<file path="src/rtl/decode_imm_stage_pkg.sv">
// Shared decode constants: instruction/datapath widths, immediate formats,
// base opcodes and the decoded-entry record held by the decode skid buffer.
package decode_imm_stage_pkg;

    localparam int INSTR_LEN           = 32;
    localparam int XLEN                = 32;
    localparam int IMM_TYPE_BITS_COUNT = 3;

    typedef enum logic [IMM_TYPE_BITS_COUNT-1:0] {
        IMM_TYPE_I = 3'd0,
        IMM_TYPE_S = 3'd1,
        IMM_TYPE_B = 3'd2,
        IMM_TYPE_U = 3'd3,
        IMM_TYPE_J = 3'd4
    } imm_type_e;

    localparam logic [6:0] OPCODE_LOAD   = 7'b0000011;
    localparam logic [6:0] OPCODE_OP_IMM = 7'b0010011;
    localparam logic [6:0] OPCODE_JALR   = 7'b1100111;
    localparam logic [6:0] OPCODE_SYSTEM = 7'b1110011;
    localparam logic [6:0] OPCODE_STORE  = 7'b0100011;
    localparam logic [6:0] OPCODE_BRANCH = 7'b1100011;
    localparam logic [6:0] OPCODE_LUI    = 7'b0110111;
    localparam logic [6:0] OPCODE_AUIPC  = 7'b0010111;
    localparam logic [6:0] OPCODE_JAL    = 7'b1101111;
    localparam logic [6:0] OPCODE_OP     = 7'b0110011;

    typedef struct packed {
        logic [XLEN-1:0]      pc;
        logic [INSTR_LEN-1:0] instr;
        logic [XLEN-1:0]      imm;
        imm_type_e            imm_type;
        logic                 has_imm;
        logic                 illegal;
    } decoded_entry_t;

    // Compressed encodings (low bits != 2'b11) are not supported by this stage.
    function automatic logic is_full_width(input logic [6:0] opcode);
        return opcode[1:0] == 2'b11;
    endfunction

endpackage

</file>
<file path="src/rtl/decode_imm_stage_imm_decoder.sv">
// Immediate decoder: rebuilds the I/S/B/U/J immediate from instr[31:7]
// and sign-extends it to XLEN.
module ImmDecoder
    import decode_imm_stage_pkg::*;
#(
    parameter int XLEN = decode_imm_stage_pkg::XLEN
) (
    input  logic [31:7]     instr,
    input  imm_type_e       imm_type,
    output logic [XLEN-1:0] imm
);

    logic signed [31:0] imm32;

    always_comb begin
        imm32 = '0;
        unique case (imm_type)
            IMM_TYPE_I: imm32 = {{20{instr[31]}}, instr[31:20]};
            IMM_TYPE_S: imm32 = {{20{instr[31]}}, instr[31:25], instr[11:7]};
            IMM_TYPE_B: imm32 = {{19{instr[31]}}, instr[31], instr[7],
                                 instr[30:25], instr[11:8], 1'b0};
            IMM_TYPE_U: imm32 = {instr[31:12], 12'b0};
            IMM_TYPE_J: imm32 = {{11{instr[31]}}, instr[31], instr[19:12],
                                 instr[20], instr[30:21], 1'b0};
            default:    imm32 = '0;
        endcase
    end

    // Signed size cast sign-extends the 32-bit immediate to XLEN.
    assign imm = XLEN'(imm32);

endmodule

</file>
<file path="src/rtl/decode_imm_stage.sv">
// Decode front end: classifies the opcode, decodes the immediate and holds
// decoded entries in a 2-entry skid buffer between fetch and execute.
module decode_imm_stage
    import decode_imm_stage_pkg::*;
#(
    parameter int XLEN = decode_imm_stage_pkg::XLEN
) (
    input  logic                           clk,
    input  logic                           rst_n,
    input  logic                           flush,
    input  logic                           in_valid,
    output logic                           in_ready,
    input  logic [31:0]                    in_instr,
    input  logic [XLEN-1:0]                in_pc,
    output logic                           out_valid,
    input  logic                           out_ready,
    output logic [31:0]                    out_instr,
    output logic [XLEN-1:0]                out_pc,
    output logic [XLEN-1:0]                out_imm,
    output logic [IMM_TYPE_BITS_COUNT-1:0] out_imm_type,
    output logic                           out_has_imm,
    output logic                           out_illegal
);

    imm_type_e       cls_imm_type;
    logic            cls_has_imm;
    logic            cls_illegal;
    logic [XLEN-1:0] dec_imm;
    decoded_entry_t  new_entry;

    decoded_entry_t  main_d, main_q;
    decoded_entry_t  skid_d, skid_q;
    logic            main_valid_d, main_valid_q;
    logic            skid_valid_d, skid_valid_q;
    logic            accept;
    logic            pop;

    always_comb begin
        cls_imm_type = IMM_TYPE_I;
        cls_has_imm  = 1'b0;
        cls_illegal  = 1'b0;
        if (!is_full_width(in_instr[6:0])) begin
            cls_illegal = 1'b1;
        end else begin
            unique case (in_instr[6:0])
                OPCODE_LOAD, OPCODE_OP_IMM, OPCODE_JALR, OPCODE_SYSTEM: begin
                    cls_imm_type = IMM_TYPE_I;
                    cls_has_imm  = 1'b1;
                end
                OPCODE_STORE: begin
                    cls_imm_type = IMM_TYPE_S;
                    cls_has_imm  = 1'b1;
                end
                OPCODE_BRANCH: begin
                    cls_imm_type = IMM_TYPE_B;
                    cls_has_imm  = 1'b1;
                end
                OPCODE_LUI, OPCODE_AUIPC: begin
                    cls_imm_type = IMM_TYPE_U;
                    cls_has_imm  = 1'b1;
                end
                OPCODE_JAL: begin
                    cls_imm_type = IMM_TYPE_J;
                    cls_has_imm  = 1'b1;
                end
                OPCODE_OP: begin
                    cls_has_imm  = 1'b0;
                end
                default: begin
                    cls_illegal  = 1'b1;
                end
            endcase
        end
    end

    ImmDecoder #(
        .XLEN(XLEN)
    ) u_imm_decoder (
        .instr    (in_instr[31:7]),
        .imm_type (cls_imm_type),
        .imm      (dec_imm)
    );

    always_comb begin
        new_entry          = '0;
        new_entry.pc       = in_pc;
        new_entry.instr    = in_instr;
        new_entry.imm      = cls_has_imm ? dec_imm : '0;
        new_entry.imm_type = cls_imm_type;
        new_entry.has_imm  = cls_has_imm;
        new_entry.illegal  = cls_illegal;
    end

    assign in_ready = !skid_valid_q;
    assign accept   = in_valid && !skid_valid_q;
    assign pop      = main_valid_q && out_ready;

    // Skid is only ever occupied while main is occupied, so three states suffice.
    always_comb begin
        main_d       = main_q;
        skid_d       = skid_q;
        main_valid_d = main_valid_q;
        skid_valid_d = skid_valid_q;
        if (flush) begin
            main_valid_d = 1'b0;
            skid_valid_d = 1'b0;
        end else if (!main_valid_q) begin
            if (accept) begin
                main_d       = new_entry;
                main_valid_d = 1'b1;
            end
        end else if (!skid_valid_q) begin
            if (pop && accept) begin
                main_d = new_entry;
            end else if (pop) begin
                main_valid_d = 1'b0;
            end else if (accept) begin
                skid_d       = new_entry;
                skid_valid_d = 1'b1;
            end
        end else if (pop) begin
            main_d       = skid_q;
            skid_valid_d = 1'b0;
        end
    end

    always_ff @(posedge clk or negedge rst_n) begin
        if (!rst_n) begin
            main_q       <= '0;
            skid_q       <= '0;
            main_valid_q <= 1'b0;
            skid_valid_q <= 1'b0;
        end else begin
            main_q       <= main_d;
            skid_q       <= skid_d;
            main_valid_q <= main_valid_d;
            skid_valid_q <= skid_valid_d;
        end
    end

    assign out_valid    = main_valid_q;
    assign out_instr    = main_q.instr;
    assign out_pc       = main_q.pc;
    assign out_imm      = main_q.imm;
    assign out_imm_type = main_q.imm_type;
    assign out_has_imm  = main_q.has_imm;
    assign out_illegal  = main_q.illegal;

endmodule

</file>
<file path="config.mk">
export PLATFORM = sky130hd
export DESIGN_NAME = decode_imm_stage
export DESIGN_NICKNAME = d
export VERILOG_FILES = /design/src/rtl/decode_imm_stage_pkg.sv /design/src/rtl/decode_imm_stage_imm_decoder.sv /design/src/rtl/decode_imm_stage.sv
export SDC_FILE = /design/constraint.sdc
export NUM_CORES = 1
export LEC_CHECK = 0
export BUFFER_PORTS_ARGS = -buffer_cell sky130_fd_sc_hd__buf_4
export CAP_MARGIN = 10
export CORE_MARGIN = 2
export CORE_UTILIZATION = 47
export DETAILED_ROUTE_END_ITERATION = 16
export PLACE_DENSITY = 0.75
export SLEW_MARGIN = 40
export SYNTH_ARGS = -nofsm -noshare
export SYNTH_HDL_FRONTEND = slang
export SYNTH_SLANG_ARGS = --single-unit
export TNS_END_PERCENT = 100
</file>
<file path="constraint.sdc">
create_clock -name clk -period 2.8 [get_ports clk]
set_input_delay 0 -clock clk [delete_from_list [all_inputs] [get_ports clk]]
set_output_delay 0 -clock clk [all_outputs]
set_load 0.02 [all_outputs]
</file>
* After elaboration in Yosys (flattened, before gate mapping)
Index checks and enable logic that the tools add are counted.
W data, S select, Z words.
** Storage, ports and cells
- Register bits :: 204
- Output and inout port bits :: 103
- Input port bits :: 69
- Logic and storage cells :: 71
** Operators by class
- Bitwise operators :: 4
- Reduce and logical (&&, ||, !) cells :: 12
- Mux-type cells :: 24
- Equality and inequality tests :: 17
** Operators with widths (number)
- $mux W101 :: 5
- $pmux W32 S5 :: 1
- $mux W32 :: 1
- $eq A7 B7 Y1 const B :: 4
- $eq A7 B6 Y1 const B :: 3
- $mux W1 :: 15
- $eq A7 B5 Y1 const B :: 2
- $pmux W3 S4 :: 1
- $reduce_or A10 Y1 :: 1
- $reduce_or A9 Y1 :: 1
- $eq A7 B2 Y1 const B :: 1
- $eq A3 B2 Y1 const B :: 2
- $reduce_and A6 Y1 :: 1
- $not A1 Y1 :: 4
- $reduce_and A4 Y1 :: 1
- $reduce_bool A2 Y1 :: 2
- $eq A3 B1 Y1 const B :: 1
- $eq A3 B3 Y1 const B :: 1
- $logic_and A1 B1 Y1 :: 3
- $logic_not A3 Y1 :: 1
- $mux W3 :: 1
- $ne A3 B1 Y1 const B :: 1
- $ne A3 B2 Y1 const B :: 1
- $eq A2 B2 Y1 const B :: 1
- other kinds (2) :: 2

* Depth between registers and ports, before layout
Gate-level depths: netlist of run 1.
- Word-level depth :: 10
- Gate-level depth with buffers :: 8
- Gate-level depth less buffers :: 5

* By module
Synthesis of run 1 repeated with hierarchy kept, for this count alone.
** Unflattened totals
- Cell total of the unflattened synthesis :: 1075
- Area, all modules :: 9377.7 um2
** Modules (own cells, without submodules)
- decode_imm_stage :: area each 8837.2 um2, cells each 981, instances 1
- ImmDecoder :: area each 540.5 um2, cells each 94, instances 1

* Worst setup path after synthesis of run 1
OpenSTA, ideal clock, no wires.
- Path kind :: register to register
- Start :: register main_valid_q (netlist: out_valid)
- End :: register main_q (netlist bit out_imm_type[2])
- Arrival time :: 1.927 ns
- Cell stages (with the launch flop) :: 7
- Library setup time :: 0.119 ns
- Path buffers :: 2
- Slack :: 0.754 ns
- Cells stage by stage :: dfrtp_1 > nor2b_1 > a211oi_1 > clkbuf_1 > clkbuf_1 > o211ai_1 > o21a_1
** Between the ends
- Longest elaborated chain between the ends :: 4
- Elaborated cells between the ends (all ways) :: 7
- Those cells by class :: eq/ne (2); mux (1); reduce/logical (4)
** Ends and longest elaborated chain
- start: declaration :: RTL line decode_imm_stage.sv:33 : logic main_valid_d, main_valid_q;
- start signal: assignment :: RTL line decode_imm_stage.sv:136 : main_valid_q <= main_valid_d;
- $logic_and A1 B1 Y1 :: RTL line decode_imm_stage.sv:96 : assign pop = main_valid_q && out_ready;
- $logic_and A1 B1 Y1 :: RTL line decode_imm_stage.sv:113 : if (pop && accept) begin
- $ne A3 B1 Y1 (no line)
- $reduce_and A4 Y1 (no line)
- end signal: assignment :: RTL line decode_imm_stage.sv:134 : main_q <= main_d;
- end: declaration :: RTL line decode_imm_stage.sv:31 : decoded_entry_t main_d, main_q;
Several ways; a longest one is shown, not always the timed one.
A chain may end at the register's enable or synchronous reset.

* Worst setup path in the final report of run 1
- Start :: register skid_valid_q
- End :: register main_q (netlist bit out_imm[24])
** Between the ends
- Longest elaborated chain between the ends :: 5
- Elaborated cells between the ends (all ways) :: 9
- Those cells by class :: eq/ne (2); mux (2); reduce/logical (5)
** Ends and longest elaborated chain
- start: declaration :: RTL line decode_imm_stage.sv:34 : logic skid_valid_d, skid_valid_q;
- start signal: assignment :: RTL line decode_imm_stage.sv:137 : skid_valid_q <= skid_valid_d;
- $logic_not A1 Y1
- $logic_and A1 B1 Y1 :: RTL line decode_imm_stage.sv:95 : assign accept = in_valid && !skid_valid_q;
- $logic_and A1 B1 Y1 :: RTL line decode_imm_stage.sv:113
- $ne A3 B1 Y1 (no line)
- $reduce_and A4 Y1 (no line)
Several ways; a longest one is shown, not always the timed one.

==> results of run 1 <==
[cells by family (layout without fill, tap and decap cells)]
logic type / after synthesis / in the layout
buf+inv: 74 / 299
simple gates: 494 / 494
flops: 204 / 204
compound gates: 217 / 217
mux: 1 / 1
other cells: 0 / 1
[metal layers]
metal	global-route usage, %	wire (um)	vias to the layer above
met5	0	0	-
met2	38.8	11200	299
li1	-	-	3725
met1	33.2	10100	3781
met4	10.8	997	0
met3	4.07	1480	71
[per-stage QoR]
stage	hold slack (ps)	setup slack [ps]	std cells	total power [W]	util (%)
floorplan	-296	754	990	0.00480	-
global route	157	431	1444	0.00907	64.4
global placement	90.3	642	1335	0.00560	56.4
finish	103	559	1445	0.00866	64.5
CTS	113	626	1444	0.00871	64.4
detailed placement	90.3	656	1335	0.00565	56.4
[cells in the mapped netlist, types with 2 or more instances]
library cell | instances | area [um2]
sky130_fd_sc_hd__nand2b_1 | 2 | 12.5
sky130_fd_sc_hd__or3_1 | 7 | 43.8
sky130_fd_sc_hd__and2_1 | 3 | 18.8
sky130_fd_sc_hd__nor2b_1 | 2 | 12.5
sky130_fd_sc_hd__o21ai_0 | 40 | 200
sky130_fd_sc_hd__a21o_1 | 2 | 15.0
sky130_fd_sc_hd__a21oi_1 | 58 | 290
sky130_fd_sc_hd__a211o_1 | 2 | 17.5
sky130_fd_sc_hd__a31oi_1 | 66 | 413
sky130_fd_sc_hd__buf_2 | 3 | 15.0
sky130_fd_sc_hd__inv_1 | 4 | 15.0
sky130_fd_sc_hd__and3_1 | 4 | 25.0
sky130_fd_sc_hd__buf_1 | 3 | 11.3
sky130_fd_sc_hd__clkbuf_1 | 63 | 236
sky130_fd_sc_hd__dfrtp_1 | 204 | 5100
sky130_fd_sc_hd__or4_1 | 2 | 15.0
sky130_fd_sc_hd__a22oi_1 | 4 | 30.0
sky130_fd_sc_hd__nand2_1 | 357 | 1340
sky130_fd_sc_hd__nor2_1 | 106 | 398
sky130_fd_sc_hd__o21a_1 | 8 | 60.1
sky130_fd_sc_hd__o22ai_1 | 13 | 81.3
sky130_fd_sc_hd__a221oi_1 | 7 | 61.3
sky130_fd_sc_hd__nor3_1 | 2 | 10.0
sky130_fd_sc_hd__a22o_1 | 6 | 52.6
sky130_fd_sc_hd__a311oi_1 | 4 | 35.0
[worst max path at each step]
stage / startpoint / end / slack, ps / cells past startpoint
finish: skid_valid_q / out_imm[24] / 560 / 4
global route: out_valid / skid_q[18] / 430 / 5
CTS: skid_valid_q / out_imm[23] / 630 / 4
detailed placement: skid_valid_q / out_imm[23] / 660 / 4
global placement: skid_valid_q / skid_q[11] / 640 / 5
floorplan: out_valid / out_imm_type[2] / 750 / 6
[critical path, stage by stage, from the launching register on]
cell and delay [ps]:
sky130_fd_sc_hd__dfrtp_1 450, sky130_fd_sc_hd__nand2b_1 250, sky130_fd_sc_hd__a211o_1 580, sky130_fd_sc_hd__nor3_1 650, sky130_fd_sc_hd__a21oi_1 150
[sequential cells by signal, indices dropped and copies added (netlist names)]
| name | flops |
|---|---|
| skid_q | 101 |
| out_imm_type | 3 |
| out_imm | 32 |
| skid_valid_q | 1 |
| out_instr | 32 |
| out_has_imm | 1 |
| out_valid | 1 |
| out_pc | 32 |
| out_illegal | 1 |
[power groups by stage]
stage               Clock, W  Combinational [W]  Sequential [W]
finish               0.00296            0.00186         0.00384
global placement           0            0.00173         0.00386
floorplan                  0           0.000632         0.00417
global route         0.00313            0.00203         0.00390
detailed placement         0            0.00178         0.00388
CTS                  0.00302            0.00186         0.00383
[cell usage in the layout (no fill, tap or decap), types with 5 or more instances in the layout]
master and count:
sky130_fd_sc_hd__dlygate4sd3_1 69, sky130_fd_sc_hd__clkbuf_16 22, sky130_fd_sc_hd__nor2_1 106, sky130_fd_sc_hd__o21ai_0 40
sky130_fd_sc_hd__nand2_1 356, sky130_fd_sc_hd__clkinv_2 5, sky130_fd_sc_hd__clkbuf_8 7, sky130_fd_sc_hd__o21a_1 8
sky130_fd_sc_hd__a31oi_1 66, sky130_fd_sc_hd__a21oi_1 58, sky130_fd_sc_hd__a221oi_1 7, sky130_fd_sc_hd__or3_1 7
sky130_fd_sc_hd__dfrtp_1 204, sky130_fd_sc_hd__o22ai_1 13, sky130_fd_sc_hd__buf_4 181, sky130_fd_sc_hd__a22o_1 6
[final cells by class]
class	instances	area share, %
Timing Repair Buffer	255	18.4
Inverter	4	0.129
Antenna cell	1	0.0215
Sequential cell	204	43.9
Tap cell	229	2.47
Clock buffer	31	5.55
Clock inverter	9	0.937
Multi-Input combinational cell	712	28.6
[timing repair]
item | CTS | global route
endpoints found under the setup margin | 0 | 0
endpoints found under the hold margin | 272 | 0
buffers inserted | 0 | 0
hold buffers | 69 | 0
==> results by stage, run 1 <==
Run status:
- The run finished with clean final reports.

Worst setup path:
- The worst register-to-register path has a setup slack of 560 ps.
- The maximum fanout count along the critical path is 22.
- The startpoint of the worst register-to-register path is skid_valid_q.
- Counting cells, the worst reg-to-reg path comes to 4.
- The destination of the worst register-to-register timing path is out_imm[24].
- The data arrival at the endpoint of the critical path is between 2000 and 3000 ps.
- The worst setup path is launched from a register.
- STA classifies the critical path endpoint as a register.
- For the worst setup path, the data required time is about 3200 ps.
- The worst setup path is of the reg -> reg kind.

Clock tree:
- The root cell of the clock tree is sky130_fd_sc_hd__clkbuf_16.
- TritonCTS built the clock tree.
- After clock tree synthesis, the clock-pin slew on the worst setup and hold paths is ~60 ps.
- Buffers inserted during clock tree synthesis total 22.
- The clock drives 204 sinks.
- The number of buffers between clock root and the deepest sink is 3.
- The maximum level of the CTS H-tree is 1.
- The post-cts gate resize count is 0.
- The insertion delay to the later sink of the worst-skew pair is 510 ps.

Die:
- The core area is 0.0180 mm2.
- The initial core utilization is 48.2%.
- For this design the top-level I/O count stands at 172.
- The die is around 140 um tall.
- The floorplan step defined a die boundary enclosing around 0.020 mm2.
- The total number of placement rows is 49.
- The horizontal die dimension is about 140 um.

Yosys:
- Synthesis produced a netlist whose cell count is 990.
- Synthesis inferred 204 register bits.
- The combinational family with the most area after synthesis is simple AND/OR/NAND/NOR gates.
- After synthesis the cells add up to 0.00869 mm2.
- The adder and majority gate portion of the synthesized area is 0%.
- The average instance in the mapped netlist occupies 8.78 um2.
- Summing the areas of all compound-gate instances in the mapped netlist gives 15.3% of the synthesized area.
- The fraction of synthesis flops using an asynchronous set or reset pin is 100%.
- The post-synthesis share of cell area spent on and, or, nand and nor gates is ~23%.
- The number of nets in the synthesized netlist is 1059.
- The xor-xnor portion of the synthesized cell area is 0%.
- Yosys printed 0 warnings.
- The sequential share of the synthesized area is 58.8%.
- In the synthesized netlist the dominant register cell turns out to be sky130_fd_sc_hd__dfrtp_1.
- The synthesized design contains 0 enable-type register cells.
- The number of library cell types mapped by synthesis is 43.
- The portion of synthesized area spent on multiplexers is less than 1%.

Timing:
- The max-slew violation count came to 0.
- The number of endpoints failing setup at the final stage is 0.
- Setup repair after global routing left no endpoint under its margin.
- After layout, the minimum clock period comes to about 2200 ps.
- At the pin with the least slew margin, the transition time is ~830 ps.
- The ratio of final minimum period to clock period is between 80% and 90%.
- The top achievable clock speed is between 0.4 and 0.5 GHz.
- Clock skew on the completed layout was measured at just over 20 ps.
- The max-slew headroom at the worst pin is 44.5%.
- The final-layout setup total negative slack is 0 ps.
- The count of final hold-check violations is 0.

Cells and area:
- The design area is 0.0116 mm2.
- In the final layout, the multi-input gates occupy 0.00332 mm2.
- Cells with a size suffix above 1 make up 19.1% of the layout.
- The post-layout net count is 1268.
- The sequential standard cell area is 0.00510 mm2.
- The area growth from synthesis to layout is 33.7%.
- The filler cell count is between 1000 and 1500.

Pwr:
- In this run, flip-flops and latches consume 44.3% of the power.
- The static leakage power is between 5 and 6 nW.
- The worst supply voltage drop on vdd is roughly 0.46 mV.
- The power per standard cell area is about 750 mW/mm2.
- In this run the power spent charging and discharging nets is 0.00254 W.
- The clock network burns 34.2% of the power.
- The total internal power is between 0.006 and 0.007 W.
- The proportion of total power due to net switching is 29.4%.
- The proportion of power drawn by combinational gates is 21.5%.

Routing:
- In this run the remaining antenna-violating nets after routing total 0.
- The via count normalized by instance count is 5.45.
- The via count is between 7000 and 8000.
- The violation count after the first detailed-route iteration is 645.
- Before antenna repair, the detailed router went through 5 iterations.
- The total length of routed wires is 23800 um.
- The final routed wire length divided by cell count is 16.5 um.
- For this run, design rule violations remaining after detail routing come to 0.

Global routing:
- The number of antenna violations at the first check in global routing is 0.
- The number of global-route vias before repair was 7810.
- The global routing usage summed across all routing layers is 24.4%.
- The first-pass GRT wire length is slightly below 40000 um.
- The largest net degree at the start of global routing is 103.
- Global routing finished with a remaining overflow of 0.

Worst hold path:
- The class of the tightest hold or removal check is in -> async.

Placement:
- The placed instance area is 0.0102 mm2.
- The HPWL after detailed placement is 14500 um.
- The congestion estimate from routability-driven global placement came to 0.828.
- The number of buffers inserted by port buffering is 171.

Job:
- The count of maximum capacitance violations is 0.
No activity file was read; power rests on OpenSTA's default activity.
==> run 2: changes to the inputs <==
Clock period 2.8 ns to 2.3 ns, I/O delays scaled along.
==> results by stage, run 2 (synthesis gave the netlist of run 1 again) <==
Run status:
- The flow ran to the end, and the final reports show no timing, DRC or antenna violations.

Global routing:
- The global routing usage summed across all routing layers is 24.0% (-0.33 points).
- The remaining global-route overflow is 0 (unchanged).
- The first-pass GRT wire length was 38900 um (-0.67%).
- The largest net degree at the start of global routing came to 84 (-18%).
- The number of global-route vias before repair came to 7548 (-3.4%).
- The number of antenna violations at the first check in global routing is 0 (unchanged).

Timing:
- The top achievable clock speed came to 0.478 GHz (+7.1%).
- The final-layout setup total negative slack came to 0 ps (unchanged).
- The ratio of final minimum period to clock period is 91.0% (+11 points).
- The max-slew headroom at the worst pin is 48.1% (+3.6 points).
- The number of endpoints failing setup at the final stage is 0 (unchanged).
- The largest clock skew in the final design is 7.93 ps (-12.4 ps).
- The count of final hold-check violations was 0 (unchanged).
- The worst hold slack came to 125 ps (+22.8 ps).
- Setup repair after global routing left no endpoint under its margin.
- The max-slew violation count is 0 (unchanged).
- The final critical-path required period is 2090 ps (-149 ps).
- The transition time of the tightest slew-check pin is 779 ps (-54.4 ps).

Worst setup path:
- The maximum cell stage delay along the critical path was 470 ps (-180 ps).
- The critical path goes through nand2_1 -> or4_4 -> nor2_1 -> nand2_1 -> o21ai_0.
- The critical path starts at out_valid.
- The critical path endpoint is skid_q[18].
- The critical-path cell with the highest stage delay is sky130_fd_sc_hd__or4_4.
- The most used cell along the critical path is sky130_fd_sc_hd__nand2_1.
- The startpoint of the worst register-to-register path is out_valid.
- The maximum fanout count along the critical path was 21 (-4.5%).
- The cell depth of the worst setup path is 5 (+1).
- The number of cells traversed by the worst register-to-register path is 5 (+1).
- The critical path class is reg -> reg.
- The data arrival at the endpoint of the critical path is 2470 ps (-130 ps).
- The critical path endpoint category is a register.
- The required time of the critical path is 2680 ps (-470 ps).
- Broken down by cell family, the worst path's largest delay share belongs to simple AND/OR/NAND/NOR gates.
- The destination of the worst register-to-register timing path is skid_q[18].
- The setup slack on the worst flop-to-flop path is 210 ps (-350 ps).
- The category of the worst setup path launch point is a register.
- The worst path buffer plus inverter count is 0 (unchanged).

Pwr:
- The power per standard cell area is 889 mW/mm2 (+19%).
- The static leakage power came to 5.59 nW (about the same).
- The power after layout came to 0.0103 W (+19%).
- The worst supply voltage drop on vdd is 0.631 mV (+38%).

Cells and area:
- The flip-flop count of the largest register, all copies and words added is 101 (unchanged).
- The design area is 0.0116 mm2 (about the same).
- The area growth from synthesis to layout is 33.6% (about the same).
- The filler cell count is 1476 (+0.54%).
- Counting flops per register, the top entry is skid_q.
- Leaving out fill and tap cells, the most frequent cells in the layout are sky130_fd_sc_hd__nand2_1, sky130_fd_sc_hd__dfrtp_1, sky130_fd_sc_hd__buf_4.
- The utilization of the core after routing is 64.4% (about the same).
- The ratio of cells with drive above 1 in the final layout is 19.0% (-0.047 points).
- The most common cell after layout, fill and taps aside is sky130_fd_sc_hd__nand2_1.
- The number of diodes added for antenna fixing is 0 (-1).
- The post-layout net count came to 1275 (+0.55%).

Routing:
- The final antenna-violating net count was 0 (unchanged).
- The via count is 7740 (-1.7%).
- The final routed wire length divided by cell count was 16.3 um (-1.2%).
- The violation count after the first detailed-route iteration was 540 (-16%).
- The number of design rule violations left after detail routing was 0 (unchanged).
- The total length of routed wires was 23600 um (-1.1%).
- The number of iterations in the first detailed-routing pass is 5 (unchanged).
- The via count normalized by instance count came to 5.35 (-1.9%).

Die:
- The total number of placement rows is 49 (unchanged).
- The initial core utilization came to 48.2% (unchanged).
- The vertical die dimension was 140 um (unchanged).
- The horizontal die dimension is 140 um (unchanged).
- The core area is 0.0180 mm2 (unchanged).
- The area of the die is 0.0196 mm2 (unchanged).
- The I/O pin count is 172 (unchanged).

Clock tree:
- The number of CTS-inserted buffers is 22 (unchanged).
- The post-cts gate resize count came to 0 (unchanged).
- The maximum level of the CTS H-tree came to 1 (unchanged).
- The clock transition at the registers of the reported paths is 50 ps (about the same).
- TritonCTS built the clock tree.
- The root cell of the clock tree is sky130_fd_sc_hd__clkbuf_16.
- The insertion delay to the later sink of the worst-skew pair is 490 ps (-20 ps).
- The number of buffers between clock root and the deepest sink was 3 (unchanged).
- The number of post-CTS setup repair buffers was 0 (unchanged).
- The clock sink count is 204 (unchanged).

Job:
- The count of maximum capacitance violations came to 0 (unchanged).

Worst hold path:
- The min-delay analysis places its worst path in the category in -> async.

Placement:
- The number of buffers inserted by port buffering was 171 (unchanged).
- The last weighted congestion value of the routability-driven placer is 0.845 (+2.0%).
- The placed instance area is 0.0102 mm2 (+0.60%).
- The post-detailed-placement half-perimeter wirelength is 14900 um (+2.8%).
## run 2: layout make-up
type	count	area (um2)	share of cell area, %
multi-input cells	712	3320	28.6
inverters	4	15.0	0.129
clock inverters	4	45.0	0.388
repair buffers	262	2200	18.9
flip-flops and latches	204	5100	44.0
clock buffers	32	639	5.51
well taps	229	287	2.47
## run 2: repair_timing
action                     4_1_cts  5_1_grt
hold buffers                    69        0
setup endpoints to repair        0        0
hold endpoints to repair       271        0
## run 2: per-layer routing
metal	share of wire [%]	wire length, um	global-route usage, %
met1	44	10400	34.3
met2	48	11300	39.3
met3	5.8	1370	3.18
met4	2.1	490	6.11
met5	0	0	0
## run 2: per-stage QoR
stage,worst slack (ps),instances
6_report,208,1447
3_5_place_dp,276,1342
5_1_grt,49.7,1447
3_3_place_gp,371,1342
4_1_cts,211,1447
2_1_floorplan,254,990
## run 2: worst register-to-register path: stages, from the launching register on
cell                      delay, ps
sky130_fd_sc_hd__dfrtp_1        450
sky130_fd_sc_hd__nand2_1        140
sky130_fd_sc_hd__or4_4          470
sky130_fd_sc_hd__nor2_1         140
sky130_fd_sc_hd__nand2_1        410
sky130_fd_sc_hd__o21ai_0        370
## run 2: worst min-delay path by stage
| stage | end | startpoint | slack, ps |
|---|---|---|---|
| 5_1_grt | out_imm[17] | rst_n | 180 |
| 3_3_place_gp | skid_q[45] | rst_n | 100 |
| 4_1_cts | skid_q[7] | rst_n | 140 |
| 6_report | out_imm[17] | rst_n | 130 |
| 3_5_place_dp | skid_q[45] | rst_n | 100 |
| 2_1_floorplan | out_has_imm | rst_n | -300 |
## run 2: report_power, final
part	internal (W)	total, W	switching [W]	leakage [nW]
combinational	0.000988	0.00227	0.00128	2.77
sequential	0.00428	0.00467	0.000388	2.49
clock	0.00202	0.00338	0.00136	0.338
total	0.00729	0.0103	0.00303	5.59
